### config.mk
export PLATFORM = sky130hd
export DESIGN_NAME = tx_handshake_ctrl
export DESIGN_NICKNAME = d
export VERILOG_FILES = /design/src/rtl/tx_hs_pkg.sv /design/src/rtl/hs_timer.sv /design/src/rtl/tx_handshake_ctrl.sv
export SDC_FILE = /design/constraint.sdc
export NUM_CORES = 1
export LEC_CHECK = 0
export ABC_CLOCK_PERIOD_IN_PS = 2660
export CORE_UTILIZATION = 45
export CTS_CLUSTER_SIZE = 8
export DETAILED_ROUTE_END_ITERATION = 6
export HOLD_SLACK_MARGIN = 0.06
export PLACE_DENSITY = 0.82
export REMOVE_ABC_BUFFERS = 1
export SLEW_MARGIN = 20
export SYNTH_ARGS = -nofsm -noshare
export SYNTH_HDL_FRONTEND = slang
export SYNTH_HIERARCHICAL = 1
export SYNTH_SLANG_ARGS = --single-unit
### constraint.sdc
create_clock -name clk -period 2.66 [get_ports clk]
set_clock_uncertainty 0.05 [all_clocks]
set_input_delay 0.798 -clock clk [delete_from_list [all_inputs] [get_ports clk]]
set_output_delay 0.798 -clock clk [all_outputs]
set_load 0.03 [all_outputs]
### src/rtl/tx_hs_pkg.sv
// tx_hs_pkg: shared state encoding and default parameters for the transfer handshake controller
package tx_hs_pkg;
  typedef enum logic [2:0] {
    ST_IDLE,
    ST_WAIT_ACK,
    ST_BACKOFF,
    ST_DONE,
    ST_FAIL
  } tx_hs_state_t;
  localparam int DEF_DATA_W    = 8;
  localparam int DEF_TIMEOUT   = 64;
  localparam int DEF_MAX_RETRY = 3;
  localparam int DEF_BACKOFF   = 2;
endpackage

### src/rtl/hs_timer.sv
// hs_timer: clearable up-counter that saturates at a loadable terminal value and flags it
module hs_timer #(
  parameter int W = 6
) (
  input  logic         clk,
  input  logic         rst,
  input  logic         clr,
  input  logic         en,
  input  logic [W-1:0] last,
  output logic         tc
);
  logic [W-1:0] cnt_q, cnt_d;
  assign tc = (cnt_q == last);
  // next count: clear wins, otherwise count up until the terminal value and hold there
  always_comb begin
    cnt_d = clr ? '0 : (en && !tc) ? cnt_q + 1'b1 : cnt_q;
  end
  // counter register
  always_ff @(posedge clk or posedge rst) begin
    if (rst) cnt_q <= '0;
    else     cnt_q <= cnt_d;
  end
endmodule

### src/rtl/tx_handshake_ctrl.sv
// tx_handshake_ctrl: captures a source word, requests until acknowledged, retries with backoff on timeout
module tx_handshake_ctrl
  import tx_hs_pkg::*;
#(
  parameter int DATA_W    = DEF_DATA_W,
  parameter int TIMEOUT   = DEF_TIMEOUT,
  parameter int MAX_RETRY = DEF_MAX_RETRY,
  parameter int BACKOFF   = DEF_BACKOFF,
  localparam int RW = (MAX_RETRY > 0) ? $clog2(MAX_RETRY + 1) : 1
) (
  input  logic              clk,
  input  logic              rst,
  input  logic              validdata,
  input  logic [DATA_W-1:0] data_in,
  input  logic              acknowledge,
  output logic              req,
  output logic [DATA_W-1:0] data_out,
  output logic              busy,
  output logic              done,
  output logic              error,
  output logic              overrun,
  output logic [RW-1:0]     retry_cnt
);
  localparam int TW = $clog2(TIMEOUT > BACKOFF ? TIMEOUT : BACKOFF);
  localparam logic [TW-1:0] TO_LAST = TW'(TIMEOUT - 1);
  localparam logic [TW-1:0] BO_LAST = TW'(BACKOFF - 1);
  localparam logic [RW-1:0] MAX_R   = RW'(MAX_RETRY);

  tx_hs_state_t      state_q, state_d;
  logic [DATA_W-1:0] data_q, data_d;
  logic [RW-1:0]     retry_q, retry_d;
  logic              req_q, req_d, busy_q, busy_d, done_q, done_d;
  logic              error_q, error_d, overrun_q, overrun_d;
  logic              tc;

  hs_timer #(.W(TW)) u_timer (
    .clk  (clk),
    .rst  (rst),
    .clr  (state_d != state_q),
    .en   (state_q == ST_WAIT_ACK || state_q == ST_BACKOFF),
    .last (state_q == ST_BACKOFF ? BO_LAST : TO_LAST),
    .tc   (tc)
  );

  // next state, capture, retry count and registered outputs decoded from the next state
  always_comb begin
    state_d = state_q;
    data_d  = data_q;
    retry_d = retry_q;
    unique case (state_q)
      ST_IDLE: if (validdata) begin
        state_d = ST_WAIT_ACK;
        data_d  = data_in;
        retry_d = '0;
      end
      ST_WAIT_ACK: if (acknowledge) state_d = ST_DONE;
        else if (tc) begin
          if (retry_q < MAX_R) begin
            state_d = ST_BACKOFF;
            retry_d = retry_q + 1'b1;
          end else state_d = ST_FAIL;
        end
      ST_BACKOFF: if (tc) state_d = ST_WAIT_ACK;
      default: state_d = ST_IDLE;
    endcase
    req_d     = (state_d == ST_WAIT_ACK);
    busy_d    = (state_d != ST_IDLE);
    done_d    = (state_d == ST_DONE);
    error_d   = (state_d == ST_FAIL);
    overrun_d = validdata && (state_q != ST_IDLE);
  end

  // state and output registers
  always_ff @(posedge clk or posedge rst) begin
    if (rst) begin
      state_q   <= ST_IDLE;
      data_q    <= '0;
      retry_q   <= '0;
      req_q     <= 1'b0;
      busy_q    <= 1'b0;
      done_q    <= 1'b0;
      error_q   <= 1'b0;
      overrun_q <= 1'b0;
    end else begin
      state_q   <= state_d;
      data_q    <= data_d;
      retry_q   <= retry_d;
      req_q     <= req_d;
      busy_q    <= busy_d;
      done_q    <= done_d;
      error_q   <= error_d;
      overrun_q <= overrun_d;
    end
  end

  assign req       = req_q;
  assign data_out  = data_q;
  assign busy      = busy_q;
  assign done      = done_q;
  assign error     = error_q;
  assign overrun   = overrun_q;
  assign retry_cnt = retry_q;
endmodule

* Word level (Yosys, flattened, before mapping) *
Index checks and enable logic that the tools add are counted.

word-level totals
  flip-flop bits (word level) = 24
  output and inout port bits = 15
  word-level logic and storage cells = 48

operators by class
  add/subtract/negate cells = 2
  $lt $le $gt $ge = 1
  equal/unequal tests = 11
  multiplexer cells = 14
  reduce and logical (&&, ||, !) cells = 11

operator list
  cell                                                    number
  two-way mux 6 bit                                       3
  two-way mux 3 bit                                       5
  one-hot mux 3 bit (3 select lines)                      1
  two-way mux 2 bit                                       4
  adder 6 x 1 -> 6 bit (second input constant)            1
  equality test 3 x 1 -> 1 bit (second input constant)    2
  equality test 3 x 2 -> 1 bit (second input constant)    2
  equality test 6 bit                                     1
  nonzero test 3 bit                                      2
  AND reduction 5 bit                                     1
  inequality test 2 x 1 -> 1 bit (second input constant)  2
  inequality test 2 bit (second input constant)           2
  one-hot mux 2 bit (2 select lines)                      1
  nonzero test 2 bit                                      2
  equality test 3 bit (second input constant)             1
  zero test 3 bit                                         1
  inequality test 3 bit                                   1
  adder 2 x 1 -> 2 bit (second input constant)            1
  logical AND 1 bit                                       2
  < comparator 2 bit (second input constant)              1
  AND reduction 2 bit                                     1
  zero test 1 bit                                         1
  logical OR 1 bit                                        1

* Longest topological paths before layout *
Gate-level depths: netlist of the first run.

  depth in word-level cells = 8
  gate-level depth with buffers = 14
  gate-level depth less buffers = 12

* Cells and area by module *
Netlist of the first run, hierarchy kept.

by module, submodules not included
  module             instances  cells each  area each (µm²)  seq. area each (µm²)
  tx_handshake_ctrl  1          71          845.8            450.4
  hs_timer           1          48          444.2            150.1

* Worst setup path before layout of the first run *
OpenSTA, ideal clock, no wires.

  kind = reg2reg
  start = reg state_q[0]
  end = reg u_timer.cnt_q[2]
  setup time = 126 ps
  arrival time = 2,684 ps
  required time = 2,484 ps
  path slack = -200 ps
  cell stages (with the launch flop) = 15
  buffers on the path = 2
  cell sequence = dfrtp_1 -> buf_2 -> nor2_1 -> nand2_1 -> xor2_1 -> nor4_4 -> and2_1 -> nand2b_1 -> a21oi_1 -> o21bai_1 -> clkbuf_1 -> inv_1 -> nand2_1 -> a21oi_1 -> a311o_1

on the way
  cells in the longest elaborated chain, start to end = 8

ends and longest elaborated chain
  item                                                     line                     source
  from (decl)                                              tx_handshake_ctrl.sv:29  tx_hs_state_t state_q, state_d;
  from (signal assigned)                                   tx_handshake_ctrl.sv:85  state_q <= state_d;
  equality test 3 x 2 -> 1 bit *                           tx_handshake_ctrl.sv:41  .last (state_q == ST_BACKOFF ? BO_LAST : TO_LAST),
  two-way mux 6 bit *                                      tx_handshake_ctrl.sv:41
  equality test 6 bit *                                    hs_timer.sv:13           assign tc = (cnt_q == last);
  named net tc                                             tx_handshake_ctrl.sv:34  logic tc;
  two-way mux 3 bit                                        tx_handshake_ctrl.sv:57  else if (tc) begin
  two-way mux 3 bit                                        tx_handshake_ctrl.sv:56  ST_WAIT_ACK: if (acknowledge) state_d = ST_DONE;
  one-hot mux 3 bit (3 select lines)                       tx_handshake_ctrl.sv:50  unique case (state_q)
  inequality test 3 bit                                    tx_handshake_ctrl.sv:39  .clr (state_d != state_q),
  two-way mux 6 bit or nonzero test 2 bit (tied branches)  n/a
  to (signal assigned)                                     hs_timer.sv:21           else cnt_q <= cnt_d;
  to (decl)                                                hs_timer.sv:12           logic [W-1:0] cnt_q, cnt_d;

The timed path passes the listed nets; every way through them passes the cells marked *.
A chain may end at the register's enable or synchronous reset.

* Worst setup path after layout of the first run *
  start = reg state_q[2]
  end = reg u_timer.cnt_q[5]

The elaborated chain is that of the path after synthesis.

==> results of run 1 <==
[area by class of cell]
cell class / instances / area share (%)
Clock buffer: 3 / 1.37
Inverter: 4 / 0.914
Multi-Input combinational cell: 85 / 39.3
Sequential cell: 24 / 36.6
Tap cell: 31 / 2.36
Timing Repair Buffer: 34 / 19.5
[routing by layer]
| metal | part of all wire (%) | routed length [um] | global-route usage, % |
|---|---|---|---|
| met4 | 1.3 | 33 | 7.50 |
| met3 | 5.2 | 133 | 3.04 |
| met2 | 52 | 1330 | 32.5 |
| met1 | 41 | 1050 | 20.4 |
| met5 | 0 | 0 | 0 |
[repair_timing]
action | in CTS | in global routing
setup endpoints to repair | 0 | 5
hold endpoints to repair | 0 | 0
resized for setup | 0 | 2
[cell usage in the layout, fill, tap and decap left out, types with 2 or more instances in the layout]
cell type,netlist,final
a211oi_1,2,2
a21oi_1,5,5
and2_1,2,2
buf_4,0,8
clkbuf_4,0,3
clkdlybuf4s50_1,0,26
dfrtp_1,24,24
ha_1,2,2
inv_1,4,4
mux2_2,12,12
nand2_1,7,6
nand2b_1,2,2
nand3_1,4,4
nand4_1,3,3
nor2_1,7,7
nor2b_1,7,7
nor3_1,3,3
nor3b_1,2,2
o211ai_1,2,2
o21ai_0,2,2
or2_2,2,2
xor2_1,6,6
[worst max-delay path by stage]
| stage | slack (ns) | to | cells past startpoint |
|---|---|---|---|
| after global placement | 0.18 | u_timer/cnt_q[2] | 6 |
| final | 0.21 | u_timer/cnt_q[5] | 11 |
| after CTS | 0.07 | u_timer/cnt_q[5] | 11 |
| after global routing | 0.06 | u_timer/cnt_q[2] | 10 |
| after detailed placement | 0.09 | u_timer/cnt_q[5] | 11 |
| after floorplan | -0.26 | u_timer/cnt_q[2] | 12 |
[power groups by stage]
stage	clock (mW)	sequential, mW	combinational, mW
2_1_floorplan	0	0.743	0.359
3_3_place_gp	0	0.537	0.857
3_5_place_dp	0	0.546	0.885
4_1_cts	0.158	0.537	0.887
5_1_grt	0.178	0.554	0.954
6_report	0.153	0.536	0.889
[stage by stage]
| step | hold slack, ns | total power, mW | setup TNS [ns] | setup slack (ns) |
|---|---|---|---|---|
| 2_1_floorplan | 0.513 | 1.10 | -0.567 | -0.259 |
| 3_5_place_dp | 0.445 | 1.43 | 0 | 0.0920 |
| 6_report | 0.467 | 1.58 | 0 | 0.212 |
| 3_3_place_gp | 0.439 | 1.39 | 0 | 0.175 |
| 5_1_grt | 0.489 | 1.69 | 0 | 0.0594 |
| 4_1_cts | 0.473 | 1.58 | 0 | 0.0683 |
[critical path, cell delays in order, from the launching register on]
cell,delay (ns)
dfrtp_1,0.42
nor2_1,0.12
nand2_2,0.14
xor2_1,0.20
nor4_4,0.30
and2_1,0.17
nand2b_1,0.16
a21oi_1,0.09
o21bai_2,0.19
buf_4,0.19
nor2_1,0.06
mux2_2,0.26
[state kept, by name (all words and copies together) (netlist names)]
signal,cells
done,1
u_timer/cnt_q,6
retry_cnt,2
req,1
overrun,1
state_q,3
busy,1
data_out,8
error,1
[kinds of logic after synthesis]
logic type / share of synthesized area [%]
mux: 11.3
xor+xnor: 4.07
flops: 46.6
buf+inv: 3.88
fa+ha+maj: 1.94
other cells: 0.291
simple gates: 21.1
compound gates: 10.9
==> flow_summary_export.csv, run 1 <==
group,metric,value,unit
outcome,status,"completed",
pwr,vdd_drop_max,616,uV
critical_path,path_class,"flop to flop",
sta,max_freq,408,MHz
pwr,powerDensity,960,mW/mm2
place,hpwl,1.99,mm
routing,ant_nets,0,
routing,drc,0,
pwr,swShare,41.3,%
grt,grt_max_degree,19,
finish,stdcell_area,0.00164,mm2
sta,max_slew.worst_pin.slew,0.668,ns
clock_tree,cts_buffers,3,
run,cap_viol_max_count,0,
critical_path,endpoint_kind,"flop",
grt,grt_usage,17.8,%
clock_tree,cts.clk_slew.worst_paths,0.12,ns
grt,grt_pass1_wl,4.37,mm
floorplan,start_util,47.2,%
floorplan,placementRows,19,
routing,drt_iter0_markers,14,
pwr,p_comb_share,56.3,%
yosys,ys_warn_count,6,
critical_path,r2r-start,"state_q[2]",
critical_path,ff2ff_setup_slack,0.21,ns
place,gp_congestion,0.914,
critical_path,rr_worst_depth,11,
sta,slew_headroom,55.4,%
sta,hold_viol,0,
yosys,synth_top_area_share,46.6,%
routing,avgRoutedWirePerCell,14.0,um
routing,vias,999,
clock_tree,htreeDepth,1,
routing,dr.pass1.iters,4,
yosys,synth_area,0.00129,mm2
clock_tree,cts_setup_buffers,0,
critical_path,crit_required,2.81,ns
clock_tree,cts_hold_buf,0,
yosys,syn_inst,119,
pwr,p_int,0.925,mW
yosys,yosys.area.top_type,"dfrtp_1",
finish,finalNetCount,166,
yosys,synth-edff-count,0,
finish,num_antenna_cells,0,
min_path,hp-class,"flop to flop",
sta,final.period_utilization,92.0,%
yosys,syn_avg_cell_area,10.8,um2
pwr,leakage,0.713,nW
finish,n_fill_cell,225,
min_path,holdPathEnd,"data_out[6]",
clock_tree,clkSinkCount,24,
routing,wl,2.54,mm
yosys,ys_top_cells_by_area,"dfrtp_1, mux2_2, xor2_1",
grt,antenna_found_initial,0,
place,portBuffers,26,
floorplan,io_pins,27,
critical_path,crit_fanout,8,
finish,multi_input_area,646,um2
yosys,ys_seq_area_share,46.6,%
finish,finalNonFillerCells,181,
floorplan,die_h,55.5,um
finish,layout-drive-gt1-share,20.0,%
yosys,synthFlopType,"dfrtp_1",
critical_path,worstSetupStartpoint,"state_q[2]",
min_path,hold_start,"data_out[6]",
finish,fin_util,60.1,%
pwr,seqPwrFrac,34.0,%
finish,regArea,601,um2
place,placed_cell_area,0.00161,mm2
floorplan,die_area,0.00308,mm2
place,placed_cells,178,
pwr,power_frac_clock,9.7,%
clock_tree,clockBufferDepth,2,
min_path,hold_path_depth,1,
critical_path,arrival,2.60,ns
yosys,yosys_register_bits,24,
pwr,switching_power,0.652,mW
routing,vias_per_cell,5.52,
critical_path,start_kind,"flop",
grt,grt-ovfl-total,0,
sta,rsz0062_at_grt,"no",
finish,syn_to_final_growth,27.4,%
critical_path,rr_endpoint,"u_timer/cnt_q[5]",
sta,finalSetupViolCount,0,
clock_tree,cts_root_buf,"clkbuf_4",
sta,fin_crit,2.45,ns
floorplan,core-area,0.00273,mm2
grt,grt_pass1_vias,1038,
yosys,synth_most_common_cell,"dfrtp_1",
clock_tree,clk_latency,0.30,ns
clock_tree,cts_tree,"yes",
sta,maxSlewViolCount,0,
yosys,yosysUniqueCellTypes,38,
yosys,synthTopCellsByCount,"dfrtp_1, mux2_2, nand2_1, nor2_1, nor2b_1",
floorplan,dieWidth,55.5,um
yosys,async_reset_ff_share,100,%
Note: power is estimated with default switching activity, not from simulation.
==> inputs of run 2 (changes only) <==
--- a/config.mk
+++ b/config.mk
@@ -7,6 +7,7 @@
 export LEC_CHECK = 0
 export ABC_CLOCK_PERIOD_IN_PS = 2660
 export CORE_UTILIZATION = 45
+export CTS_CLUSTER_DIAMETER = 200
 export CTS_CLUSTER_SIZE = 8
 export DETAILED_ROUTE_END_ITERATION = 6
 export HOLD_SLACK_MARGIN = 0.06
==> results of run 2 <==
Same layout as run 1: the final DEF is identical, and so are final timing and power.
==> inputs of run 3 (changes only) <==
--- a/config.mk
+++ b/config.mk
@@ -5,11 +5,12 @@
 export SDC_FILE = /design/constraint.sdc
 export NUM_CORES = 1
 export LEC_CHECK = 0
-export ABC_CLOCK_PERIOD_IN_PS = 2660
+export ABC_CLOCK_PERIOD_IN_PS = 2000
 export CORE_UTILIZATION = 45
 export CTS_CLUSTER_DIAMETER = 200
 export CTS_CLUSTER_SIZE = 8
 export DETAILED_ROUTE_END_ITERATION = 6
+export GPL_ROUTABILITY_DRIVEN = 0
 export HOLD_SLACK_MARGIN = 0.06
 export PLACE_DENSITY = 0.82
 export REMOVE_ABC_BUFFERS = 1
==> constraint.sdc (replaced) <==
create_clock -name clk -period 2 [get_ports clk]
set_clock_uncertainty 0.05 [all_clocks]
set_input_delay 0.6 -clock clk [delete_from_list [all_inputs] [get_ports clk]]
set_output_delay 0.6 -clock clk [all_outputs]
set_load 0.03 [all_outputs]
==> flow_summary_export.csv, run 3 (same netlist as run 1, synthesis figures left out) <==
group,metric,value,unit
floorplan,dieWidth,55.5,um
min_path,hp-class,"primary input to asynchronous set/reset pin",
finish,mostFrequentLayoutCells,"buf_4, dfrtp_1, mux2_2",
critical_path,critPathMostFrequentCell,"buf_4",
finish,num_antenna_cells,0,
outcome,status,"complete, but fails checks",
critical_path,worstPathBufferInverterCount,2,
finish,syn_to_final_growth,47.7,%
sta,setup_tns,-3.05,ns
critical_path,path_class,"flop to flop",
routing,vias,1144,
place,hpwl,2.25,mm
finish,layout-drive-gt1-share,39.7,%
critical_path,crit_required,2.21,ns
sta,hold_slack,0.447,ns
floorplan,core-area,0.00273,mm2
pwr,powerDensity,1260,mW/mm2
place,dp_slack,-0.453,ns
sta,final.period_utilization,125,%
sta,rsz0062_at_grt,"yes",
critical_path,r2r-start,"state_q[2]",
sta,layout_setup_ws,-0.495,ns
critical_path,arrival,2.70,ns
critical_path,crit_fanout,5,
clock_tree,cts.clk_slew.worst_paths,0.13,ns
pwr,power_frac_clock,9.1,%
routing,avgRoutedWirePerCell,16.4,um
pwr,swShare,43.0,%
critical_path,path_delay_family,"simple AND/OR/NAND/NOR gates",
finish,finalNonFillerCells,205,
sta,hold_viol,0,
finish,stdcell_area,0.00191,mm2
grt,antenna_found_initial,0,
routing,dr.pass1.iters,4,
place,portBuffers,26,
pwr,leakage,0.935,nW
pwr,p_int,1.37,mW
critical_path,start_kind,"flop",
sta,max_freq,401,MHz
critical_path,endpoint_kind,"flop",
clock_tree,clk_latency,0.33,ns
finish,fin_util,69.7,%
pwr,p_comb_share,61.4,%
pwr,finalPower,2.40,mW
routing,vias_per_cell,5.58,
grt,grt_max_degree,19,
clock_tree,cts_buffers,3,
sta,finalSetupViolCount,12,
clock_tree,clkSinkCount,24,
grt,grt_pass1_vias,1178,
clock_tree,htreeDepth,1,
place,placed_cell_area,0.00177,mm2
floorplan,die_h,55.5,um
clock_tree,cts_root_buf,"clkbuf_4",
clock_tree,cts_tree,"yes",
critical_path,cp_slowest_cell,"dfrtp_1",
floorplan,start_util,47.2,%
routing,ant_nets,0,
critical_path,worstSetupStartpoint,"state_q[2]",
pwr,vdd_drop_max,1040,uV
place,placed_cells,199,
grt,grt_pass1_wl,5.22,mm
finish,final_common_cell,"buf_4",
finish,finalNetCount,190,
finish,largest_reg_flops,8,
grt,grt-ovfl-total,0,
outcome,violations,"setup timing",
critical_path,rr_endpoint,"u_timer/cnt_q[2]",
floorplan,placementRows,19,
run,cap_viol_max_count,0,
pwr,switching_power,1.03,mW
grt,grt_usage,21.9,%
critical_path,worstPathCellList,"nor2_2, nand2_2, buf_4, xor2_2, nor2_1, and2_4, nor3b_1, o21bai_1, buf_4, a2111oi_2, a311o_1",
sta,maxSlewViolCount,0,
clock_tree,clockBufferDepth,2,
pwr,seqPwrFrac,29.4,%
floorplan,die_area,0.00308,mm2
floorplan,io_pins,27,
routing,drt_iter0_markers,37,
critical_path,rr_worst_depth,11,
clock_tree,cts_hold_buf,0,
critical_path,ff2ff_setup_slack,-0.50,ns
sta,fin_crit,2.50,ns
routing,wl,3.37,mm
critical_path,slowest_delay,0.43,ns
routing,drc,0,
-- run 3: worst max-delay path by stage --
stage,cells after the start,slack [ns],to
4_1_cts,12,-0.34,u_timer/cnt_q[4]
3_3_place_gp,13,-0.40,u_timer/cnt_q[2]
3_5_place_dp,13,-0.45,u_timer/cnt_q[2]
5_1_grt,14,-0.54,u_timer/cnt_q[2]
2_1_floorplan,12,-0.92,u_timer/cnt_q[2]
6_report,11,-0.50,u_timer/cnt_q[2]
-- run 3: cell type report --
type	count	area, um2
fillers	191	828
multi-input cells	85	718
flip-flops and latches	24	601
repair buffers	58	508
well taps	31	38.8
clock buffers	3	22.5
inverters	4	17.5
-- run 3: power by group through the flow --
stage / combinational (mW) / clock [mW] / sequential, mW
finish: 1.48 / 0.219 / 0.707
global route: 1.56 / 0.250 / 0.725
CTS: 1.42 / 0.223 / 0.706
detailed placement: 1.38 / 0 / 0.720
global placement: 1.34 / 0 / 0.704
floorplan: 0.477 / 0 / 0.988
-- run 3: layer usage --
layer	GRT usage, %	share of wire, %	vias to the layer above
li1	-	-	530
met1	22.7	38	562
met2	40.8	53	39
met3	4.92	4.9	13
met4	11.1	3.5	0
met5	0	0	-
-- run 3: repair_timing --
action | 4_1_cts | 5_1_grt
endpoints found under the setup margin | 23 | 18
setup buffers | 2 | 1
pin swaps | 7 | 4
resized for setup | 24 | 16
